==> config.mk <==
export PLATFORM = sky130hd
export DESIGN_NAME = multicycle_main_fsm
export DESIGN_NICKNAME = d
export VERILOG_FILES = /design/src/rtl/multicycle_main_fsm.sv
export SDC_FILE = /design/constraint.sdc
export NUM_CORES = 1
export LEC_CHECK = 0
export CORE_UTILIZATION = 42
export CTS_BUF_LIST = sky130_fd_sc_hd__clkbuf_8
export DETAILED_ROUTE_END_ITERATION = 8
export GPL_TIMING_DRIVEN = 1
export PLACE_DENSITY = 0.81
export SYNTH_ARGS = -nofsm -noshare
export SYNTH_HDL_FRONTEND = slang
export SYNTH_SLANG_ARGS = --single-unit
==> constraint.sdc <==
create_clock -name clk -period 1.82 [get_ports clk]
set_input_delay 0.182 -clock clk [delete_from_list [all_inputs] [get_ports clk]]
set_output_delay 0.182 -clock clk [all_outputs]
set_load 0.02 [all_outputs]
==> src/rtl/multicycle_main_fsm.sv <==
// Main control FSM for the multicycle RISC-V core: sequences fetch, decode,
// execute, memory and writeback, and drives the datapath selects and enables.
module multicycle_main_fsm #(
  parameter bit MEM_HANDSHAKE   = 1'b1,
  parameter bit TRAP_ON_ILLEGAL = 1'b1
) (
  input  logic       clk,
  input  logic       rst_n,
  input  logic [6:0] op,
  input  logic       Zero,
  input  logic       MemReady,
  output logic       PCWrite,
  output logic       AdrSrc,
  output logic       MemWrite,
  output logic       IRWrite,
  output logic [1:0] ResultSrc,
  output logic [1:0] ALUSrcA,
  output logic [1:0] ALUSrcB,
  output logic [1:0] ALUOp,
  output logic [2:0] ImmSrc,
  output logic       RegWrite,
  output logic       Illegal,
  output logic [3:0] State
);

  typedef enum logic [3:0] {
    FETCH    = 4'd0,
    DECODE   = 4'd1,
    MEMADR   = 4'd2,
    MEMREAD  = 4'd3,
    MEMWB    = 4'd4,
    MEMWRITE = 4'd5,
    EXECR    = 4'd6,
    ALUWB    = 4'd7,
    EXECI    = 4'd8,
    JAL      = 4'd9,
    BEQ      = 4'd10,
    LUI      = 4'd11,
    AUIPC    = 4'd12,
    TRAP     = 4'd13
  } state_t;

  localparam logic [6:0] OP_LOAD   = 7'b0000011;
  localparam logic [6:0] OP_STORE  = 7'b0100011;
  localparam logic [6:0] OP_RTYPE  = 7'b0110011;
  localparam logic [6:0] OP_ITYPE  = 7'b0010011;
  localparam logic [6:0] OP_BRANCH = 7'b1100011;
  localparam logic [6:0] OP_JAL    = 7'b1101111;
  localparam logic [6:0] OP_LUI    = 7'b0110111;
  localparam logic [6:0] OP_AUIPC  = 7'b0010111;

  state_t state_q;
  logic   illegal_q;
  logic   mem_ready;
  logic   pc_write, ir_write, mem_write, reg_write;

  assign mem_ready = MEM_HANDSHAKE ? MemReady : 1'b1;

  // NOTE: state registers use non-blocking assignments so every flop samples
  // pre-edge values; blocking here would create order-dependent simulation.
  always_ff @(posedge clk or negedge rst_n) begin
    if (!rst_n) begin
      state_q   <= FETCH;
      illegal_q <= 1'b0;
    end else begin
      case (state_q)
        FETCH:    state_q <= mem_ready ? DECODE : FETCH;
        DECODE: begin
          case (op)
            OP_LOAD, OP_STORE: state_q <= MEMADR;
            OP_RTYPE:          state_q <= EXECR;
            OP_ITYPE:          state_q <= EXECI;
            OP_BRANCH:         state_q <= BEQ;
            OP_JAL:            state_q <= JAL;
            OP_LUI:            state_q <= LUI;
            OP_AUIPC:          state_q <= AUIPC;
            default: begin
              if (TRAP_ON_ILLEGAL) begin
                state_q   <= TRAP;
                illegal_q <= 1'b1;
              end else begin
                state_q <= FETCH;
              end
            end
          endcase
        end
        MEMADR:   state_q <= (op == OP_LOAD) ? MEMREAD : MEMWRITE;
        MEMREAD:  state_q <= mem_ready ? MEMWB : MEMREAD;
        MEMWB:    state_q <= FETCH;
        MEMWRITE: state_q <= mem_ready ? FETCH : MEMWRITE;
        EXECR, EXECI, LUI, AUIPC, JAL: state_q <= ALUWB;
        ALUWB, BEQ: state_q <= FETCH;
        TRAP:     state_q <= TRAP;
        default:  state_q <= FETCH;
      endcase
    end
  end

  // NOTE: every output gets a default before the case so no path leaves a
  // signal unassigned, which would otherwise infer a latch.
  always_comb begin
    pc_write  = 1'b0;
    ir_write  = 1'b0;
    mem_write = 1'b0;
    reg_write = 1'b0;
    AdrSrc    = 1'b0;
    ResultSrc = 2'b00;
    ALUSrcA   = 2'b00;
    ALUSrcB   = 2'b00;
    ALUOp     = 2'b00;
    case (state_q)
      FETCH: begin
        ALUSrcB   = 2'b10;
        ResultSrc = 2'b10;
        ir_write  = mem_ready;
        pc_write  = mem_ready;
      end
      DECODE: begin
        ALUSrcA = 2'b01;
        ALUSrcB = 2'b01;
      end
      MEMADR: begin
        ALUSrcA = 2'b10;
        ALUSrcB = 2'b01;
      end
      MEMREAD:  AdrSrc = 1'b1;
      MEMWB: begin
        ResultSrc = 2'b01;
        reg_write = 1'b1;
      end
      MEMWRITE: begin
        AdrSrc    = 1'b1;
        mem_write = 1'b1;
      end
      EXECR: begin
        ALUSrcA = 2'b10;
        ALUOp   = 2'b10;
      end
      EXECI: begin
        ALUSrcA = 2'b10;
        ALUSrcB = 2'b01;
        ALUOp   = 2'b10;
      end
      LUI: begin
        ALUSrcB = 2'b01;
        ALUOp   = 2'b11;
      end
      AUIPC: begin
        ALUSrcA = 2'b01;
        ALUSrcB = 2'b01;
      end
      JAL: begin
        ALUSrcA  = 2'b01;
        ALUSrcB  = 2'b10;
        pc_write = 1'b1;
      end
      ALUWB:    reg_write = 1'b1;
      BEQ: begin
        ALUSrcA  = 2'b10;
        ALUOp    = 2'b01;
        pc_write = Zero;
      end
      default: ;
    endcase
  end

  always_comb begin
    case (op)
      OP_STORE:        ImmSrc = 3'b001;
      OP_BRANCH:       ImmSrc = 3'b010;
      OP_JAL:          ImmSrc = 3'b011;
      OP_LUI, OP_AUIPC: ImmSrc = 3'b100;
      default:         ImmSrc = 3'b000;
    endcase
  end

  // Write strobes are gated by rst_n so a reset landing mid-instruction
  // (e.g. during a stalled store) kills them without waiting for an edge.
  assign PCWrite  = pc_write  & rst_n;
  assign IRWrite  = ir_write  & rst_n;
  assign MemWrite = mem_write & rst_n;
  assign RegWrite = reg_write & rst_n;
  assign Illegal  = illegal_q;
  assign State    = state_q;

endmodule

==> flow_metrics.env, run 1 <==
export IMPL_status="completed"
export IMPL_setup_violations=0
export IMPL_tightest_slew_ps=366
export IMPL_tritoncts_num_buffers=3
export IMPL_fp_dieW_um=42.8
export IMPL_clock_root_buffer="clkbuf_8"
export IMPL_vias_per_cell=5.80
export IMPL_dieArea_um2=1830
export IMPL_vias=1050
export IMPL_multiInputGateArea_um2=554
export IMPL_synth_net_count=113
export IMPL_first_pass_iters=4
export IMPL_slew_limit_headroom_pct=75.4
export IMPL_syn_area_um2=699
export IMPL_crit_fanout=9
export IMPL_diodes=0
export IMPL_wirelength_mm=2.77
export IMPL_place_congestion=0.868
export IMPL_post_route_cell_area_um2=1320
export IMPL_clk_pin_slew_ps=40
export IMPL_synth_edff_count=0
export IMPL_clock_latency_ps=230
export IMPL_clkSinkCount=5
export IMPL_ant_nets=0
export IMPL_placed_area_um2=1280
export IMPL_ir_drop_uv=1060
export IMPL_routedWlPerCell_um=15.3
export IMPL_regArea_um2=126
export IMPL_area_growth_syn_to_layout_pct=88.0
export IMPL_timing_final_crit_share_pct=99.1
export IMPL_overflow=0
export IMPL_die_h_um=42.8
export IMPL_worst_setup_path_end_kind="flop"
export IMPL_coreArea_um2=1520
export IMPL_dpl_hpwl_mm=1.88
export IMPL_powerDensity_nw_per_um2=1500
export IMPL_drt_iter0_drc=42
export IMPL_cap_viol_max_count=0
export IMPL_port_buffers=31
export IMPL_p_leak_uw=0.000610
export IMPL_fin_skew_ps=0.332
export IMPL_fillers=95
export IMPL_critPathKind="flop to flop"
export IMPL_finalNetCount=177
export IMPL_drive_gt1_share_pct=34.5
export IMPL_hold_path_class="input pin to async pin"
export IMPL_grt_pass1_wl_mm=4.40
export IMPL_start_kind="flop"
export IMPL_initial_core_util_pct=45.9
export IMPL_htreeDepth=1
export IMPL_ys_types=34
export IMPL_ys_seq_elements=5
export IMPL_synth_ff_type="dfrtp_1"
export IMPL_required_ps=1950
export IMPL_postSynthCellCount=102
export IMPL_ios=32
export IMPL_synth_seq_area_share_pct=17.9
export IMPL_antenna_found_initial=0
export IMPL_grt_setup_unrepaired="yes"
export IMPL_grt_max_degree=19
export IMPL_crit_arrival_ps=1940
export IMPL_hold_viol=0
export IMPL_r2r_cells=5
export IMPL_syn_avg_cell_area_um2=6.86
export IMPL_clockBufferDepth=2
export IMPL_tns_ps=0
export IMPL_finalMaxSlewViolations=0
export IMPL_yosys_warnings=0
export IMPL_drc=0
export IMPL_cts_tree="built"
export IMPL_rows=14
export IMPL_grt_use_total_pct=31.6
export IMPL_total_power_uw=1970
export IMPL_grt_pass1_vias=999
export IMPL_fmax_mhz=554
export IMPL_fin_crit_ps=1800
export IMPL_synthArstFlopShare_pct=100
-- final timing paths --
| path | slack (ps) | from | endpoint |
|---|---|---|---|
| setup / recovery | 20 | State[0]$_DFF_PN0_ | State[0]$_DFF_PN0_ |
| setup reg to reg | 20 | State[0]$_DFF_PN0_ | State[0]$_DFF_PN0_ |
| hold reg to reg | 500 | Illegal$_DFFE_PN0P_ | Illegal$_DFFE_PN0P_ |
| hold / removal | 340 | rst_n | State[2]$_DFF_PN0_ |
| max in group asynchronous | 1360 | rst_n | State[0]$_DFF_PN0_ |
| min in group clk | 500 | Illegal$_DFFE_PN0P_ | Illegal$_DFFE_PN0P_ |
-- registers in the layout, indices dropped and copies added (netlist names) --
register	count
Illegal	1
State	4
-- where the power goes --
part | internal [uW] | leakage (uW) | switching, uW
logic | 733 | 0.000526 | 784
registers | 156 | 0.0000571 | 83.1
clock network | 146 | 0.0000269 | 71.0
total | 1040 | 0.000610 | 938
-- metrics by stage --
stage          utilization (%)  cells  setup WS (ps)  hold slack [ps]
6_report                  86.3    181           16.1              344
5_1_grt                   86.3    181          -41.9              363
4_1_cts                   86.5    180           9.50              344
3_5_place_dp              84.1    176           -211              451
3_3_place_gp              84.1    176           -207              449
2_1_floorplan                -    102           52.1             -114
-- logic make-up after synthesis --
| group | share of synthesized area [%] |
|---|---|
| DFF | 17.9 |
| AOI/OAI and AO/OA | 21.6 |
| buffers and inverters | 7.15 |
| and+or+nand+nor | 48.3 |
| xor gates and xnor gates | 5.01 |
-- final cells by class --
class	count	share of cell area [%]
clock buffers	3	3.14
clock inverters	1	0.285
inverters	3	0.856
multi-input cells	86	42.2
flip-flops and latches	5	9.61
well taps	16	1.52
repair buffers	67	42.4
-- critical path, cell delays in order, from the launching register on --
cell and delay [ps]:
dfrtp_2 470, buf_6 130, buf_6 80, or4b_4 470, or4_4 450, o2111ai_1 100
-- cell usage in the layout, fill, tap and decap left out, drive strengths merged, types with 4 or more instances in the layout --
cell and n:
a21oi 5, buf 36, clkbuf 10, clkdlybuf4s50 15
dfrtp 5, dlygate4sd2 7, inv 4, nand2 7
nand2b 5, nand3b 4, nor2 14, nor2b 6
nor4 4, o21ai 6
-- Yosys cell counts (3+ instances only) --
cell type  number  share of area (%)
o21ai_0         6                4.3
nor2_1         14                7.5
nand2b_1        5                4.5
a21oi_1         5                3.6
clkbuf_1        6                3.2
nor2b_1         6                5.4
nand3b_1        4                4.3
and2_1          3                2.7
inv_1           3                1.6
nand2_1         7                3.8
nor3b_1         3                3.2
dfrtp_1         5                 18
nor4_1          4                3.6
-- layer usage --
layer  track usage (%)  up-vias  routed length (um)
met5                 0        -                   0
met2              56.4       64                1420
met4              14.4        0                 139
met1              36.4      478                 997
met3              4.68       15                 207
li1                  -      493                   -
-- timing repair --
action | in CTS | in global routing
gates cloned | 0 | 0
buffers inserted | 0 | 1
hold buffers | 0 | 0
setup endpoints to repair | 16 | 9
gates resized for setup | 23 | 20
pin swaps | 0 | 0
Power figures use the tool's default switching activity.
==> run 2: changes to the inputs <==
Settings changed: CORE_UTILIZATION 42 to 46, GPL_ROUTABILITY_DRIVEN set to 0, PLACE_DENSITY 0.81 to 0.88.
Clock period 1.82 ns to 2.2 ns, I/O delays scaled along.
==> flow_metrics.env, run 2 (synthesized netlist as in run 1, its figures left out) <==
export IMPL_status="completed"
export IMPL_critPathKind="flop to output pin"
export IMPL_fp_dieW_um=41.0
export IMPL_grt_pass1_vias=877
export IMPL_diodes=0
export IMPL_finalMaxSlewViolations=0
export IMPL_gr_usage_met2_pct=62.5
export IMPL_dieArea_um2=1680
export IMPL_crit_arrival_ps=1930
export IMPL_crit_fanout=10
export IMPL_die_h_um=41.0
export IMPL_met1_usage_pct=40.4
export IMPL_setup_violations=0
export IMPL_p_leak_uw=0.000537
export IMPL_clk_pin_slew_ps=40
export IMPL_vias=980
export IMPL_port_buffers=31
export IMPL_ant_nets=0
export IMPL_drive_gt1_share_pct=21.4
export IMPL_routedWlPerCell_um=15.9
export IMPL_hold_viol=0
export IMPL_fin_ws_ps=53.9
export IMPL_fin_crit_ps=2150
export IMPL_cp_buffers_inverters=2
export IMPL_cap_viol_max_count=0
export IMPL_clockBufferDepth=2
export IMPL_post_route_cell_area_um2=1190
export IMPL_slowest_delay_ps=680
export IMPL_antenna_found_initial=0
export IMPL_clock_latency_ps=220
export IMPL_fmax_mhz=466
export IMPL_finalNonFillerCells=160
export IMPL_start_kind="flop"
export IMPL_slew_limit_headroom_pct=74.6
export IMPL_tightest_slew_ps=378
export IMPL_busiest_layer="met2"
export IMPL_required_ps=1980
export IMPL_rrSetupSlack_ps=280
export IMPL_rows=13
export IMPL_hold_ws_ps=368
export IMPL_worstPathCellList="buf_4, nor2_1, a211oi_1, clkdlybuf4s50_1"
export IMPL_final_cell_mix="clkdlybuf4s50_1 (26), buf_4 (16), nor2_1 (14)"
export IMPL_grt_setup_unrepaired="no"
export IMPL_timing_final_crit_share_pct=97.5
export IMPL_ios=32
export IMPL_first_pass_iters=4
export IMPL_htreeDepth=1
export IMPL_clock_root_buffer="clkbuf_8"
export IMPL_pre_cts_slack_ps=58.9
export IMPL_largest_register_ffs=4
export IMPL_ir_drop_uv=797
export IMPL_cts_tree="built"
export IMPL_wirelength_mm=2.54
export IMPL_clkSinkCount=5
export IMPL_slowest_stage="clkdlybuf4s50_1"
export IMPL_met3_usage_pct=8.70
export IMPL_finalNetCount=157
export IMPL_tns_ps=0
export IMPL_vias_per_cell=6.13
export IMPL_layout_commonest_cell="clkdlybuf4s50_1"
export IMPL_grt_max_degree=16
export IMPL_worst_setup_path_end_kind="output pin"
export IMPL_overflow=0
export IMPL_coreArea_um2=1350
export IMPL_drt_iter0_drc=42
export IMPL_hold_path_class="input pin to async pin"
export IMPL_grt_pass1_wl_mm=3.97
export IMPL_powerDensity_nw_per_um2=1240
export IMPL_fin_skew_ps=1.17
export IMPL_area_growth_syn_to_layout_pct=70.3
export IMPL_drc=0
export IMPL_grt_use_total_pct=35.8
export IMPL_placed_area_um2=1090
export IMPL_dp_cells=154
export IMPL_tritoncts_num_buffers=3
export IMPL_dpl_hpwl_mm=1.82
export IMPL_critPathTopFamily="buffers and inverters"
export IMPL_initial_core_util_pct=51.8
-- run 2: changes by cell type in the layout (fill, tap and decap cells not counted), moves of 2 or more --
cell and delta:
clkdlybuf4s50_1 +11, o21ai_1 -2, dlygate4sd2_1 -6, dfrtp_1 -2, dfrtp_2 +2, o21ai_0 +2
buf_6 -2, buf_4 -17, dlymetal6s2s_1 +4, clkbuf_2 -7
-- run 2: power by group --
group          total, uW  switching, uW  leakage, uW  internal (uW)
logic               1080            558     0.000456            517
registers            238            107    0.0000543            131
clock network        167           46.9    0.0000269            120
-- run 2: area by class of cell --
cell class	count	area [um^2]
Multi-Input combinational cell	86	548
Timing Repair Buffer	47	439
Fill cell	70	159
Sequential cell	5	129
Clock buffer	3	41.3
Tap cell	15	18.8
Inverter	3	11.3
Clock inverter	1	3.75
-- run 2: metrics by stage --
step	power [uW]	util, %
floorplan	821	-
global placement	1200	81.1
detailed placement	1240	81.1
CTS	1420	85.0
global route	1570	88.2
finish	1480	88.2
-- run 2: final timing paths --
check                               startpoint  cells after the start                   to
max                         State[3]$_DFF_PN0_                      4           ALUSrcA[1]
min reg2reg                Illegal$_DFFE_PN0P_                      1  Illegal$_DFFE_PN0P_
max reg2reg                 State[2]$_DFF_PN0_                      4   State[0]$_DFF_PN0_
min in group clk           Illegal$_DFFE_PN0P_                      1  Illegal$_DFFE_PN0P_
max in group asynchronous                rst_n                      2   State[1]$_DFF_PN0_
min                                      rst_n                      2  Illegal$_DFFE_PN0P_
-- run 2: timing repair --
item	in CTS	in global routing
setup buffers	0	2
hold buffers	0	0
endpoints found under the setup margin	5	8
hold endpoints to repair	0	0
gates resized for setup	4	9
-- run 2: per-layer routing --
metal	wire length, um	share of wire (%)	vias up
li1	-	-	450
met1	942	37	442
met2	1320	52	78
met3	196	7.7	10
met4	79	3.1	0
met5	0	0	-
